### src/rtl/uart_tx_arbiter.sv
// rtl/uart_tx_arbiter.sv - round-robin arbiter feeding one UART transmitter from NUM_REQ byte sources.
// Optional tag byte ahead of each payload when UART_ARB_TAG_EN is defined.
module uart_tx_arbiter #(
  parameter int              NUM_REQ  = 4,
  parameter int              IDX_W    = 2,
  parameter logic [7:0]      TAG_BASE = 8'hF0
) (
  input  logic                 CLK,
  input  logic                 RESET_N,
  input  logic [NUM_REQ-1:0]   REQ_VALID,
  input  logic [8*NUM_REQ-1:0] REQ_DATA,
  output logic [NUM_REQ-1:0]   REQ_ACK,
  input  logic                 TX_RDY,
  output logic                 WEN,
  output logic [7:0]           TX_DATA,
  output logic [IDX_W-1:0]     GRANT_IDX,
  output logic                 BUSY
);

  // Elaboration-time guard on the parameter set.
  generate
    if (NUM_REQ < 2 || NUM_REQ > 8 || (1 << IDX_W) < NUM_REQ || IDX_W > 7 ||
        $bits(TAG_BASE) != 8) begin : g_bad_cfg
      $error("uart_tx_arbiter: illegal NUM_REQ/IDX_W combination");
    end
  endgenerate

  typedef enum logic [2:0] {
    S_IDLE,
    S_GRANT,
    S_LOAD,
    S_HOLD,
    S_WAIT
`ifdef UART_ARB_TAG_EN
    ,
    S_LOAD_TAG,
    S_HOLD_TAG,
    S_WAIT_TAG
`endif
  } state_t;

  state_t               r_state;
  state_t               w_state_nxt;
  logic [IDX_W-1:0]     r_ptr;
  logic [IDX_W-1:0]     r_grant_idx;
  logic [7:0]           r_tx_data;
`ifdef UART_ARB_TAG_EN
  logic [7:0]           r_payload;
  logic [7:0]           w_tag;
`endif

  logic                 w_hi_found;
  logic                 w_lo_found;
  logic [IDX_W-1:0]     w_hi_idx;
  logic [IDX_W-1:0]     w_lo_idx;
  logic                 w_found;
  logic [IDX_W-1:0]     w_winner;
  logic [7:0]           w_win_byte;
  logic [NUM_REQ-1:0]   w_ack;
  logic                 w_wen;
  logic                 w_take;

  // Winner search: lowest valid index above the pointer, else lowest at or below it.
  always_comb begin
    w_hi_found = 1'b0;
    w_lo_found = 1'b0;
    w_hi_idx   = '0;
    w_lo_idx   = '0;
    for (int i = NUM_REQ - 1; i >= 0; i--) begin
      if (REQ_VALID[i]) begin
        if (i > int'(r_ptr)) begin
          w_hi_found = 1'b1;
          w_hi_idx   = IDX_W'(i);
        end else begin
          w_lo_found = 1'b1;
          w_lo_idx   = IDX_W'(i);
        end
      end
    end
    w_found  = w_hi_found | w_lo_found;
    w_winner = w_hi_found ? w_hi_idx : w_lo_idx;
  end

  always_comb begin
    w_win_byte = '0;
    for (int i = 0; i < NUM_REQ; i++) begin
      if (w_winner == IDX_W'(i)) begin
        w_win_byte = REQ_DATA[8*i +: 8];
      end
    end
  end

`ifdef UART_ARB_TAG_EN
  assign w_tag = {TAG_BASE[7:IDX_W], w_winner};
`endif

  assign w_take = (r_state == S_GRANT) && w_found;

  always_comb begin
    w_state_nxt = r_state;
    w_wen       = 1'b0;
    for (int i = 0; i < NUM_REQ; i++) begin
      w_ack[i] = w_take && (w_winner == IDX_W'(i));
    end
    case (r_state)
      S_IDLE: begin
        if (TX_RDY && (|REQ_VALID)) begin
          w_state_nxt = S_GRANT;
        end
      end
      S_GRANT: begin
        if (w_found) begin
`ifdef UART_ARB_TAG_EN
          w_state_nxt = S_LOAD_TAG;
`else
          w_state_nxt = S_LOAD;
`endif
        end else begin
          w_state_nxt = S_IDLE;
        end
      end
      S_LOAD: begin
        w_wen       = 1'b1;
        w_state_nxt = S_HOLD;
      end
      // The transmitter's ready flag lags the write by a cycle; ignore it here.
      S_HOLD: begin
        w_state_nxt = S_WAIT;
      end
      S_WAIT: begin
        if (TX_RDY) begin
          w_state_nxt = S_IDLE;
        end
      end
`ifdef UART_ARB_TAG_EN
      S_LOAD_TAG: begin
        w_wen       = 1'b1;
        w_state_nxt = S_HOLD_TAG;
      end
      S_HOLD_TAG: begin
        w_state_nxt = S_WAIT_TAG;
      end
      S_WAIT_TAG: begin
        if (TX_RDY) begin
          w_state_nxt = S_LOAD;
        end
      end
`endif
      default: begin
        w_state_nxt = S_IDLE;
      end
    endcase
  end

  always_ff @(posedge CLK or negedge RESET_N) begin
    if (!RESET_N) begin
      r_state     <= S_IDLE;
      r_ptr       <= IDX_W'(NUM_REQ - 1);
      r_grant_idx <= '0;
      r_tx_data   <= 8'h00;
`ifdef UART_ARB_TAG_EN
      r_payload   <= 8'h00;
`endif
    end else begin
      r_state <= w_state_nxt;
      if (w_take) begin
        r_ptr       <= w_winner;
        r_grant_idx <= w_winner;
`ifdef UART_ARB_TAG_EN
        r_tx_data   <= w_tag;
        r_payload   <= w_win_byte;
`else
        r_tx_data   <= w_win_byte;
`endif
      end
`ifdef UART_ARB_TAG_EN
      // Swap the held payload onto the bus once the tag has been accepted.
      if ((r_state == S_WAIT_TAG) && TX_RDY) begin
        r_tx_data <= r_payload;
      end
`endif
    end
  end

  assign REQ_ACK   = w_ack;
  assign WEN       = w_wen;
  assign TX_DATA   = r_tx_data;
  assign GRANT_IDX = r_grant_idx;
  assign BUSY      = (r_state != S_IDLE);

endmodule

### config.mk
export PLATFORM = sky130hd
export DESIGN_NAME = uart_tx_arbiter
export DESIGN_NICKNAME = d
export VERILOG_FILES = /design/src/rtl/uart_tx_arbiter.sv
export SDC_FILE = /design/constraint.sdc
export NUM_CORES = 1
export LEC_CHECK = 0
export ABC_CLOCK_PERIOD_IN_PS = 4770
export CAP_MARGIN = 20
export CORE_AREA = 2 2 58 60
export CTS_CLUSTER_SIZE = 10
export DETAILED_ROUTE_END_ITERATION = 12
export DIE_AREA = 0 0 60 62
export GPL_ROUTABILITY_DRIVEN = 0
export PLACE_DENSITY = 0.7
export SLEW_MARGIN = 5
export SYNTH_ARGS = -nofsm -noshare
export SYNTH_HDL_FRONTEND = slang
export SYNTH_SLANG_ARGS = --single-unit
### constraint.sdc
create_clock -name CLK -period 4.77 [get_ports CLK]
set_input_delay 0.954 -clock CLK [delete_from_list [all_inputs] [get_ports CLK]]
set_output_delay 0.954 -clock CLK [all_outputs]
set_load 0.02 [all_outputs]
==> flow_summary.toml <==
[outcome]
status = "finished, final reports clean"

[place]
portBuffers = 54
placement.cell_area_mm2 = 0.00159
hpwl_um = 2350

[routing]
viasPerCell = 5.21
drt_iter0_markers = 47
dr_total_vias = 1115
drt-wirelength-per-cell_um = 14.4
drc = 0
ant_nets = 0
routed_wl_um = 3080
drtPass1Iterations = 4

[final_layout]
diodes = 0
fillCellCount = 301
final_area_mm2 = 0.00162
drive_gt1_share_pct = 8.93
finalNetCount = 208
syn_to_final_growth_pct = 57.9

[global_route]
grtUsageTotal_pct = 16.4
grt_pass1_vias = 936
grt_pass1_wl_um = 4530
overflow = 0
antenna_found_initial = 0
grt_max_degree = 16

[critical_path]
arrival_ns = 3.14
timing.critical_path.from = "REQ_VALID[1]"
end_kind = "output pin"
r2r_cells = 5
worstPathRequired_ns = 3.82
reg2reg_slack_ns = 2.91
cp-start-kind = "primary input"
critPathMaxStageDelay_ns = 0.64
path_buf_inv = 2
path_cells = "clkdlybuf4s50_1, o21ai_1, nor2_1, a211o_1, nor3_1, clkdlybuf4s50_1"
path_delay_family = "buffers and inverters"
crit_path_frequent_cell = "clkdlybuf4s50_1"
cp_max_fo = 10
path_depth = 6
cpMaxStageDelayCell = "clkdlybuf4s50_1"
r2r_start = "r_ptr[1]$_DFFE_PN1P_"
crit_type = "in -> out"

[cts]
cts_tree = "done"
ctsHtreeMaxLevel = 1
clk_pin_slew_ns = 0.09
clk_latency_ns = 0.29
ctsResizeCount = 0
cts_root_buf = "clkbuf_4"
max-clock-path-buffers = 2
cts_hold_buf = 0
post_cts_buffers = 0
cts_num_sinks = 15
cts_buffers = 3

[floorplanning]
ioPinCount = 55
start_util_pct = 32.2
fp.coreArea_mm2 = 0.00318
std_cell_rows = 21
fp.dieW_um = 60
fp.dieArea_mm2 = 0.00372
die_y_um = 62

[timing]
max_freq_ghz = 0.244
worst_pin_slew_ns = 0.738
period_share_pct = 85.8
setup_viol_count_final = 0
fin_crit_ns = 4.09
tns_ns = 0
skew_ns = 0.00955
relSlewSlack_pct = 50.6
hold_viol_final = 0
slew_viol_final = 0
rsz0062_at_grt = "false"

[yosys]
synth_edf_count = 0
ys_types = 37
synthArstFlopShare_pct = 100
yosysTopAreaCellShare_pct = 31.8
synth_top_area_cell = "dfrtp_1"
seq_area_frac_synth_pct = 36.9
synthesis.nets = 155
synth.cell_area_mm2 = 0.00102
yosys_warnings = 0
synth_cells = 116
syn-mean-instance-area_um2 = 8.82
yosys-top-cells-area = "dfrtp_1 32%, a221oi_1 6.0%, a2bb2oi_1 6.0%"
synth_top_flop_cell = "dfrtp_1"
ys_ff_latch = 15

[min_path]
hold_class = "reg -> reg"
min_path_cells = 1
worstHoldStart = "GRANT_IDX[1]$_DFFE_PN0P_"

[pwr]
power_leakage_uw = 0.000638
ir_drop_mv = 0.301
power_density_mw_per_mm2 = 546

[job]
cap_viol_max_count = 0
## cell usage in the layout, fill, tap and decap left out, types with 2 or more instances in the layout
cell type,instances
a21o_1,2
a21oi_1,3
a221oi_1,7
a2bb2oi_1,7
buf_4,3
clkbuf_4,3
clkdlybuf4s50_1,54
dfrtp_1,13
dfstp_2,2
inv_1,4
nand2_1,10
nand2b_1,3
nor2_1,15
nor2b_1,2
nor3_1,7
nor3b_1,2
o21a_1,2
o22ai_1,2
o31ai_1,8
or3_1,2
## registers in the layout, summed over array words and instances, names as in the netlist
name	cells
GRANT_IDX	2
r_ptr	2
r_state	3
TX_DATA	8
## Yosys cell counts, types with 2 or more instances
master	instances
inv_1	4
dfrtp_1	13
or3_1	2
nand2_1	10
a2bb2oi_1	7
nor3_1	7
nand2b_1	3
o31ai_1	8
nor2_1	15
dfstp_2	2
a21oi_1	3
a221oi_1	7
nor2b_1	2
o21a_1	2
buf_2	5
o22ai_1	2
buf_4	2
a21o_1	2
nor3b_1	2
## final cells by class
cell class	count	area [um2]	share of cell area [%]
clock buffers	3	22.5	1.39
clock inverters	1	5.00	0.310
inverters	5	18.8	1.16
multi-input cells	87	572	35.4
flip-flops and latches	15	378	23.4
well taps	46	57.6	3.56
repair buffers	57	563	34.8
## per-layer routing
metal | wire [um] | vias up | share of wire (%) | global-route usage, %
met4 | 38 | 0 | 1.2 | 5.08
met2 | 1560 | 34 | 51 | 26.6
met1 | 1320 | 541 | 43 | 21.6
met5 | 0 | - | 0 | 0
met3 | 162 | 4 | 5.3 | 4.35
li1 | - | 536 | - | -
## cells by family (layout without fill, tap and decap cells)
logic type / after synthesis / count (layout) / synth area share (%)
compound gates: 40 / 40 / 32.3
buf+inv: 14 / 66 / 7.21
flops: 15 / 15 / 36.9
mux: 1 / 1 / 0.978
simple gates: 46 / 46 / 22.6
## report_power, final
group	leakage [uW]	switching (uW)	internal, uW	total [uW]
combinational	0.000438	283	271	554
clock	0.0000177	44.9	31.2	76.1
sequential	0.000182	54.5	197	252
## worst paths after layout
check / to
max: REQ_ACK[3]
min: GRANT_IDX[1]$_DFFE_PN0P_
max reg2reg: TX_DATA[7]$_DFFE_PN0P_
min reg2reg: GRANT_IDX[1]$_DFFE_PN0P_
max in group asynchronous: TX_DATA[6]$_DFFE_PN0P_
min in group asynchronous: TX_DATA[0]$_DFFE_PN0P_
## per-stage QoR
step / power (uW) / hold WS [ns] / std cells / util, % / setup slack (ns)
after floorplan: 593 / 0.462 / 116 / - / 1.48
after global placement: 798 / 0.473 / 210 / 50.0 / 0.735
after detailed placement: 811 / 0.480 / 210 / 50.0 / 0.714
after CTS: 892 / 0.504 / 214 / 50.8 / 0.689
after global routing: 948 / 0.521 / 214 / 50.8 / 0.554
final: 882 / 0.494 / 214 / 50.8 / 0.677
Note: power is estimated with default switching activity, not from simulation.
